**src/rtl/boreal_spi_chain_gen_if.sv**
```systemverilog
// SPI/DRDY pin bundle between the frame reader (master) and the ADS1299 chain (slave).
interface boreal_spi_chain_gen_if;
    logic sclk;
    logic cs_n;
    logic mosi;
    logic miso;
    logic drdy_n;

    modport master (output sclk, output cs_n, output mosi, input miso, input drdy_n);
    modport slave  (input sclk, input cs_n, input mosi, output miso, output drdy_n);
endinterface

```
**src/rtl/boreal_spi_chain_gen.sv**
```systemverilog
// ADS1299 daisy-chain frame reader: one full chain frame per DRDY falling edge, with per-device
// status checks, overrun detection and an enable gate.
module boreal_spi_chain_gen #(
    parameter int          N_DEV       = 4,
    parameter int          N_CH        = 8,
    parameter int          SAMPLE_BITS = 24,
    parameter int          STATUS_BITS = 24,
    parameter int          CLK_DIV     = 2,
    parameter int          CS_SETUP    = 4,
    parameter int          CS_HOLD     = 4,
    parameter logic [15:0] TXN_INIT    = 16'h0000,
    localparam int         DEV_BITS    = STATUS_BITS + N_CH * SAMPLE_BITS,
    localparam int         FRAME_BITS  = N_DEV * DEV_BITS
) (
    input  logic                      clk,
    input  logic                      rst_n,
    input  logic                      enable,
    input  logic                      clr_err,
    boreal_spi_chain_gen_if.master    spi,
    output logic [FRAME_BITS-1:0]     data_out,
    output logic                      data_valid,
    output logic [N_DEV-1:0]          status_ok,
    output logic                      overrun,
    output logic [15:0]               overrun_count,
    output logic [15:0]               txn_count,
    output logic [2:0]                state_dbg
);
    localparam int CNT_MAX = (CLK_DIV > CS_SETUP)
                             ? ((CLK_DIV > CS_HOLD) ? CLK_DIV : CS_HOLD)
                             : ((CS_SETUP > CS_HOLD) ? CS_SETUP : CS_HOLD);
    localparam int CNT_W = $clog2(CNT_MAX + 1);
    localparam int BIT_W = $clog2(FRAME_BITS + 1);
    localparam logic [CNT_W-1:0] DIV_LAST = CNT_W'(CLK_DIV - 1);
    localparam logic [CNT_W-1:0] SU_LAST  = CNT_W'(CS_SETUP - 1);
    localparam logic [CNT_W-1:0] HD_LAST  = CNT_W'(CS_HOLD - 1);
    localparam logic [BIT_W-1:0] BIT_LAST = BIT_W'(FRAME_BITS - 1);

    typedef enum logic [2:0] {
        IDLE  = 3'd0,
        CS_SU = 3'd1,
        SHIFT = 3'd2,
        CS_HD = 3'd3,
        DONE  = 3'd4
    } state_t;

    state_t                state, state_next;
    logic                  drdy_s1, drdy_s2, drdy_prev;
    logic                  drdy_fall;
    logic [CNT_W-1:0]      cnt, cnt_last;
    logic                  cnt_hit;
    logic [BIT_W-1:0]      bit_cnt;
    logic [FRAME_BITS-1:0] shift_reg;
    logic                  sclk_q, cs_n_q;
    logic                  start, sclk_fall, last_bit, frame_end, ovr_evt;
    logic [N_DEV-1:0]      status_new;

    assign spi.sclk  = sclk_q;
    assign spi.cs_n  = cs_n_q;
    assign spi.mosi  = 1'b0;
    assign state_dbg = state;

    // drdy_n is asynchronous to clk; only the synchronized copy feeds the edge detector.
    always_ff @(posedge clk or negedge rst_n) begin
        if (!rst_n) begin
            drdy_s1   <= 1'b1;
            drdy_s2   <= 1'b1;
            drdy_prev <= 1'b1;
        end else begin
            drdy_s1   <= spi.drdy_n;
            drdy_s2   <= drdy_s1;
            drdy_prev <= drdy_s2;
        end
    end

    assign drdy_fall = drdy_prev & ~drdy_s2;

    always_comb begin
        cnt_last = DIV_LAST;
        case (state)
            CS_SU:   cnt_last = SU_LAST;
            CS_HD:   cnt_last = HD_LAST;
            default: cnt_last = DIV_LAST;
        endcase
        cnt_hit   = (cnt == cnt_last);
        start     = (state == IDLE) && drdy_fall && enable;
        sclk_fall = (state == SHIFT) && cnt_hit && sclk_q;
        last_bit  = sclk_fall && (bit_cnt == BIT_LAST);
        frame_end = (state == CS_HD) && cnt_hit;
        ovr_evt   = drdy_fall && (state != IDLE);

        state_next = state;
        case (state)
            IDLE:    if (start)     state_next = CS_SU;
            CS_SU:   if (cnt_hit)   state_next = SHIFT;
            SHIFT:   if (last_bit)  state_next = CS_HD;
            CS_HD:   if (frame_end) state_next = DONE;
            DONE:                   state_next = IDLE;
            default:                state_next = IDLE;
        endcase
    end

    always_comb begin
        status_new = '0;
        for (int d = 0; d < N_DEV; d++) begin
            status_new[d] = (shift_reg[FRAME_BITS-1-d*DEV_BITS -: 4] == 4'hC);
        end
    end

    always_ff @(posedge clk or negedge rst_n) begin
        if (!rst_n) begin
            state <= IDLE;
        end else begin
            state <= state_next;
        end
    end

    always_ff @(posedge clk or negedge rst_n) begin
        if (!rst_n) begin
            cnt       <= '0;
            bit_cnt   <= '0;
            shift_reg <= '0;
            sclk_q    <= 1'b0;
            cs_n_q    <= 1'b1;
        end else begin
            case (state)
                IDLE: begin
                    cnt <= '0;
                    if (start) cs_n_q <= 1'b0;
                end
                CS_SU: begin
                    if (cnt_hit) begin
                        cnt     <= '0;
                        bit_cnt <= '0;
                        sclk_q  <= 1'b1;
                    end else begin
                        cnt <= cnt + 1'b1;
                    end
                end
                SHIFT: begin
                    if (cnt_hit) begin
                        cnt    <= '0;
                        sclk_q <= ~sclk_q;
                        // CPHA=1: capture in the cycle sclk is driven low.
                        if (sclk_q) begin
                            shift_reg <= {shift_reg[FRAME_BITS-2:0], spi.miso};
                            bit_cnt   <= bit_cnt + 1'b1;
                        end
                    end else begin
                        cnt <= cnt + 1'b1;
                    end
                end
                CS_HD: begin
                    if (cnt_hit) begin
                        cnt    <= '0;
                        cs_n_q <= 1'b1;
                    end else begin
                        cnt <= cnt + 1'b1;
                    end
                end
                default: cnt <= '0;
            endcase
        end
    end

    // Results publish on entry to DONE so data_valid is high exactly during that state.
    always_ff @(posedge clk or negedge rst_n) begin
        if (!rst_n) begin
            data_out   <= '0;
            data_valid <= 1'b0;
            status_ok  <= '0;
            txn_count  <= TXN_INIT;
        end else begin
            data_valid <= frame_end;
            if (frame_end) begin
                data_out  <= shift_reg;
                status_ok <= status_new;
                txn_count <= txn_count + 16'd1;
            end
        end
    end

    always_ff @(posedge clk or negedge rst_n) begin
        if (!rst_n) begin
            overrun       <= 1'b0;
            overrun_count <= '0;
        end else begin
            if (ovr_evt) begin
                overrun <= 1'b1;
                if (overrun_count != 16'hFFFF) overrun_count <= overrun_count + 16'd1;
            end else if (clr_err) begin
                overrun <= 1'b0;
            end
        end
    end
endmodule

```
**src/flat_wrapper.sv**
```systemverilog
// flat-port wrapper written by rule: the top's interface ports become plain ports
module boreal_spi_chain_gen_flat 
#(
    parameter int          N_DEV       = 4,
    parameter int          N_CH        = 8,
    parameter int          SAMPLE_BITS = 24,
    parameter int          STATUS_BITS = 24,
    parameter int          CLK_DIV     = 2,
    parameter int          CS_SETUP    = 4,
    parameter int          CS_HOLD     = 4,
    parameter logic [15:0] TXN_INIT    = 16'h0000,
    localparam int         DEV_BITS    = STATUS_BITS + N_CH * SAMPLE_BITS,
    localparam int         FRAME_BITS  = N_DEV * DEV_BITS
)
  (clk, rst_n, enable, clr_err, data_out, data_valid, status_ok, overrun, overrun_count, txn_count, state_dbg, spi_sclk, spi_cs_n, spi_mosi, spi_miso, spi_drdy_n);
  boreal_spi_chain_gen_if spi_i ();
  input  logic clk;
  input  logic rst_n;
  input  logic enable;
  input  logic clr_err;
  output logic [FRAME_BITS-1:0] data_out;
  output logic data_valid;
  output logic [N_DEV-1:0] status_ok;
  output logic overrun;
  output logic [15:0] overrun_count;
  output logic [15:0] txn_count;
  output logic [2:0] state_dbg;
  output wire logic [$bits(spi_i.sclk)-1:0] spi_sclk;
  output wire logic [$bits(spi_i.cs_n)-1:0] spi_cs_n;
  output wire logic [$bits(spi_i.mosi)-1:0] spi_mosi;
  input wire logic [$bits(spi_i.miso)-1:0] spi_miso;
  input wire logic [$bits(spi_i.drdy_n)-1:0] spi_drdy_n;
  assign spi_sclk = spi_i.sclk;
  assign spi_cs_n = spi_i.cs_n;
  assign spi_mosi = spi_i.mosi;
  assign spi_i.miso = spi_miso;
  assign spi_i.drdy_n = spi_drdy_n;
  boreal_spi_chain_gen #(.N_DEV(N_DEV), .N_CH(N_CH), .SAMPLE_BITS(SAMPLE_BITS), .STATUS_BITS(STATUS_BITS), .CLK_DIV(CLK_DIV), .CS_SETUP(CS_SETUP), .CS_HOLD(CS_HOLD), .TXN_INIT(TXN_INIT)) u_core (.clk(clk), .rst_n(rst_n), .enable(enable), .clr_err(clr_err), .spi(spi_i), .data_out(data_out), .data_valid(data_valid), .status_ok(status_ok), .overrun(overrun), .overrun_count(overrun_count), .txn_count(txn_count), .state_dbg(state_dbg));
endmodule
```
**config.mk**
```make
export PLATFORM = sky130hd
export DESIGN_NAME = boreal_spi_chain_gen_flat
export DESIGN_NICKNAME = d
export VERILOG_FILES = /design/src/rtl/boreal_spi_chain_gen_if.sv /design/src/rtl/boreal_spi_chain_gen.sv /design/src/flat_wrapper.sv
export SDC_FILE = /design/constraint.sdc
export NUM_CORES = 2
export LEC_CHECK = 0
export CAP_MARGIN = 30
export CORE_ASPECT_RATIO = 0.5
export CORE_UTILIZATION = 39
export CTS_BUF_LIST = sky130_fd_sc_hd__clkbuf_16
export CTS_CLUSTER_DIAMETER = 60
export DETAILED_ROUTE_END_ITERATION = 6
export GPL_TIMING_DRIVEN = 0
export PLACE_DENSITY = 0.66
export SLEW_MARGIN = 10
export SYNTH_ARGS = -nofsm -noshare
export SYNTH_HDL_FRONTEND = slang
export SYNTH_SLANG_ARGS = --single-unit
```
**constraint.sdc**
```tcl
create_clock -name clk -period 6 [get_ports clk]
set_input_delay 1.2 -clock clk [delete_from_list [all_inputs] [get_ports clk]]
set_output_delay 1.2 -clock clk [all_outputs]
set_load 0.01 [all_outputs]
```
==> run metrics <==
worst r2r src=u_core.state_dbg[1]; Initial DRC Count=between 2,000 and 3,000; Clock power frac=45.8%; Crit path arrival time=2.13 ns; final count of negative-setup-slack endpoints=0; P_sw=between 4 and 5 mW; Final Non-Filler Cells=around 9,200; Sink Count=approximately 1,800; critical setup path kind=reg -> out; hpwl dp=127,000 um; first-pass GRT wire length=266,000 um; Die X=588 um; dominant synthesized flop cell=dfrtp_1; vias in the first global route=~44,000; TritonCTS Buffers=171; Fmax=around 300 MHz; full die area=approximately 170,000 um^2; vias per cell=roughly 4.7; area growth from synthesis to layout=26.5%; status=finished with violations; CP max stage cell=clkdlybuf4s50_1; Clock transition at path regs=0.06 ns; synth unique cells=54; CP cell instances=clkdlybuf4s50_1; Met1 Routed Length=around 71,000 um; Worst Tran Pin Value=about 0.94 ns; Leakage Power=~45 nW; register area share after synthesis=between 60 and 70%; postcts setup bufs=0; initial antenna violation count=4; violated checks=DRC; Total GRT Usage=20.0%; wire length on met3=between 5000 and 6000 um; Post-Syn Area=around 67,000 um^2; Skew-Pair Late Insertion Delay=around 0.81 ns; via count=roughly 44,000; num rows=107; largest net degree at the start of global routing=between 150 and 200; WL final=~180,000 um; logic gate share of total power=1.5%; number of I/O port buffers=just over 900; ANT nets after route=0; Gate Count Post-Synth=~5,700; Routed WL per cell=roughly 19 um; syn_nets=5,744; ys async rst share=100%; root buffer cell=clkbuf_16; Worst path max stage delay=roughly 0.93 ns; fraction of layout cells with a size suffix above 1=a little over an eighth; Worst Path Max Fanout=2; peak supply drop=about 0.17 mV; grt ovf=0; Placed Cells=8,952; headroom to the max-slew limit=a little under two fifths; Hold Vio Cnt, Final=0; nets=about 6,800; Setup Skew=roughly 0.056 ns; Req. time, crit path=between 4 and 5 ns; Die Y=~290 um; PwrDens=271 nW/um^2; Setup crit start kind=flop; Slew Limit Fails=0; final setup TNS=0 ns; Post-synth EDFFs=0; class of the worst hold path=in -> async; drt pass-1 iters=7; RSZ-0062 raised after global routing=false; Ys Warns=0; Core Area=about 170,000 um^2; max-capacitance violation count=0; Final min period=around 3.3 ns; syn avg cell area=between 10 and 15 um^2; top sig layer=met4; H-tree depth=4; GPL Wtd Cong=between 0.8 and 0.9; Yosys reg bits=between 1,500 and 2,000; io pins=just over 900; Buf+Inv Stages, Crit Path=1; # hold bufs at CTS=0; Internal=roughly 18 mW; delay-heaviest family, CP=buffers and inverters; sequential power share=52.7%; CTS resizes=0; sw frac=~22%; DRC viols=7; fin crit share=55.5%; Critical Path End Type=output port; met2 WL=88,600 um; initial core utilization=between 30% and 40%; Max clock buf depth=4; CP startpoint=u_core.status_ok[1]; CTS tree=built
==> final cells by class <==
| class | count | area (um^2) |
|---|---|---|
| antenna | 1 | 2.50 |
| buffer | 295 | 1390 |
| clock buffer | 175 | 4380 |
| clock inverter | 120 | 911 |
| fill | 15300 | 85700 |
| inverter | 10 | 37.5 |
| multi-input combinational | 3642 | 20700 |
| sequential | 1787 | 44700 |
| tap | 2289 | 2860 |
| timing repair buffer | 930 | 9560 |
==> cell usage after synthesis (all sizes together), types with 2 or more instances <==
| library cell | count | area share [%] |
|---|---|---|
| nand2 | 2613 | 15 |
| dfrtp | 1783 | 67 |
| mux2 | 866 | 15 |
| buf | 148 | 1.2 |
| clkbuf | 147 | 0.83 |
| xnor2 | 20 | 0.27 |
| nand3 | 14 | 0.10 |
| nand4 | 13 | 0.12 |
| xor2 | 13 | 0.17 |
| nor2 | 12 | 0.067 |
| a21oi | 9 | 0.067 |
| inv | 9 | 0.051 |
| nor3 | 9 | 0.067 |
| and3 | 8 | 0.075 |
| o21ai | 6 | 0.045 |
| nor4 | 5 | 0.065 |
| dfstp | 4 | 0.16 |
| ha | 4 | 0.075 |
| o41ai | 4 | 0.052 |
| a211oi | 3 | 0.034 |
| and4 | 3 | 0.039 |
| nand2b | 3 | 0.028 |
| nor2b | 3 | 0.039 |
| nor3b | 3 | 0.034 |
| nor4b | 3 | 0.039 |
| o31ai | 3 | 0.034 |
| or4 | 3 | 0.034 |
| and2 | 2 | 0.019 |
| nand4b | 2 | 0.026 |
| or3 | 2 | 0.019 |
==> per-layer routing <==
metal	up-vias	GRT usage (%)
met5	-	0
met4	0	11.3
met3	363	2.88
met2	688	34.8
met1	21900	23.9
li1	20700	-
==> power groups by stage <==
stage | registers, mW | clock network (mW) | logic (mW)
floorplan | 12.3 | 0 | 0.0331
global placement | 12.4 | 0 | 0.284
detailed placement | 12.3 | 0 | 0.364
CTS | 12.1 | 10.8 | 0.363
global route | 12.1 | 11.3 | 0.400
finish | 12.1 | 10.5 | 0.344
==> cells by family after synthesis <==
group,count (synthesis),share of synthesized area (%)
fa+ha+maj,4,0.0749
xor+xnor,33,0.444
flops,1787,66.9
mux,867,14.6
compound gates,34,0.346
buf+inv,305,2.13
other cells,1,0.00561
simple gates,2703,15.5
==> placed cells by master (no fill, tap or decap), types with 5 or more instances in the layout <==
master,count
nand2_1,2613
dfrtp_1,1783
clkdlybuf4s50_1,911
mux2_2,508
mux2_1,358
clkbuf_16,175
clkbuf_1,143
buf_2,120
inv_1,52
clkinv_1,28
clkinv_2,22
xnor2_1,19
buf_6,14
nand3_1,14
nand4_1,13
xor2_1,13
bufinv_16,13
buf_16,13
nor2_1,12
buf_4,12
nor3_1,9
a21oi_1,9
and3_1,8
clkinvlp_4,7
o21ai_0,6
buf_1,5
==> per-stage QoR <==
stage / setup WS (ns) / hold WS [ns] / utilization (%) / total power, mW / cell area [um^2]
floorplan: 3.93 / 0.345 / - / 12.4 / 66900
global placement: -79.00 / 0.348 / 46.3 / 12.7 / 78900
detailed placement: 2.37 / 0.351 / 46.6 / 12.7 / 79300
CTS: 2.66 / 0.198 / 49.7 / 23.3 / 84600
global route: 2.51 / 0.223 / 49.7 / 23.8 / 84600
finish: 2.67 / 0.261 / 49.7 / 22.9 / 84600
==> final timing paths <==
kind                            cells past startpoint                    to  slack [ns]
worst max-delay path                                1          status_ok[1]        2.67
worst min-delay path                                1  u_core.data_out[278]        0.26
max in group asynchronous                           4   u_core.data_out[30]        3.20
worst max register to register                      9  u_core.data_out[649]        2.79
min in group clk                                    0        u_core.drdy_s2        0.36
worst min register to register                      0        u_core.drdy_s2        0.36
No activity file was read; power rests on OpenSTA's default activity.
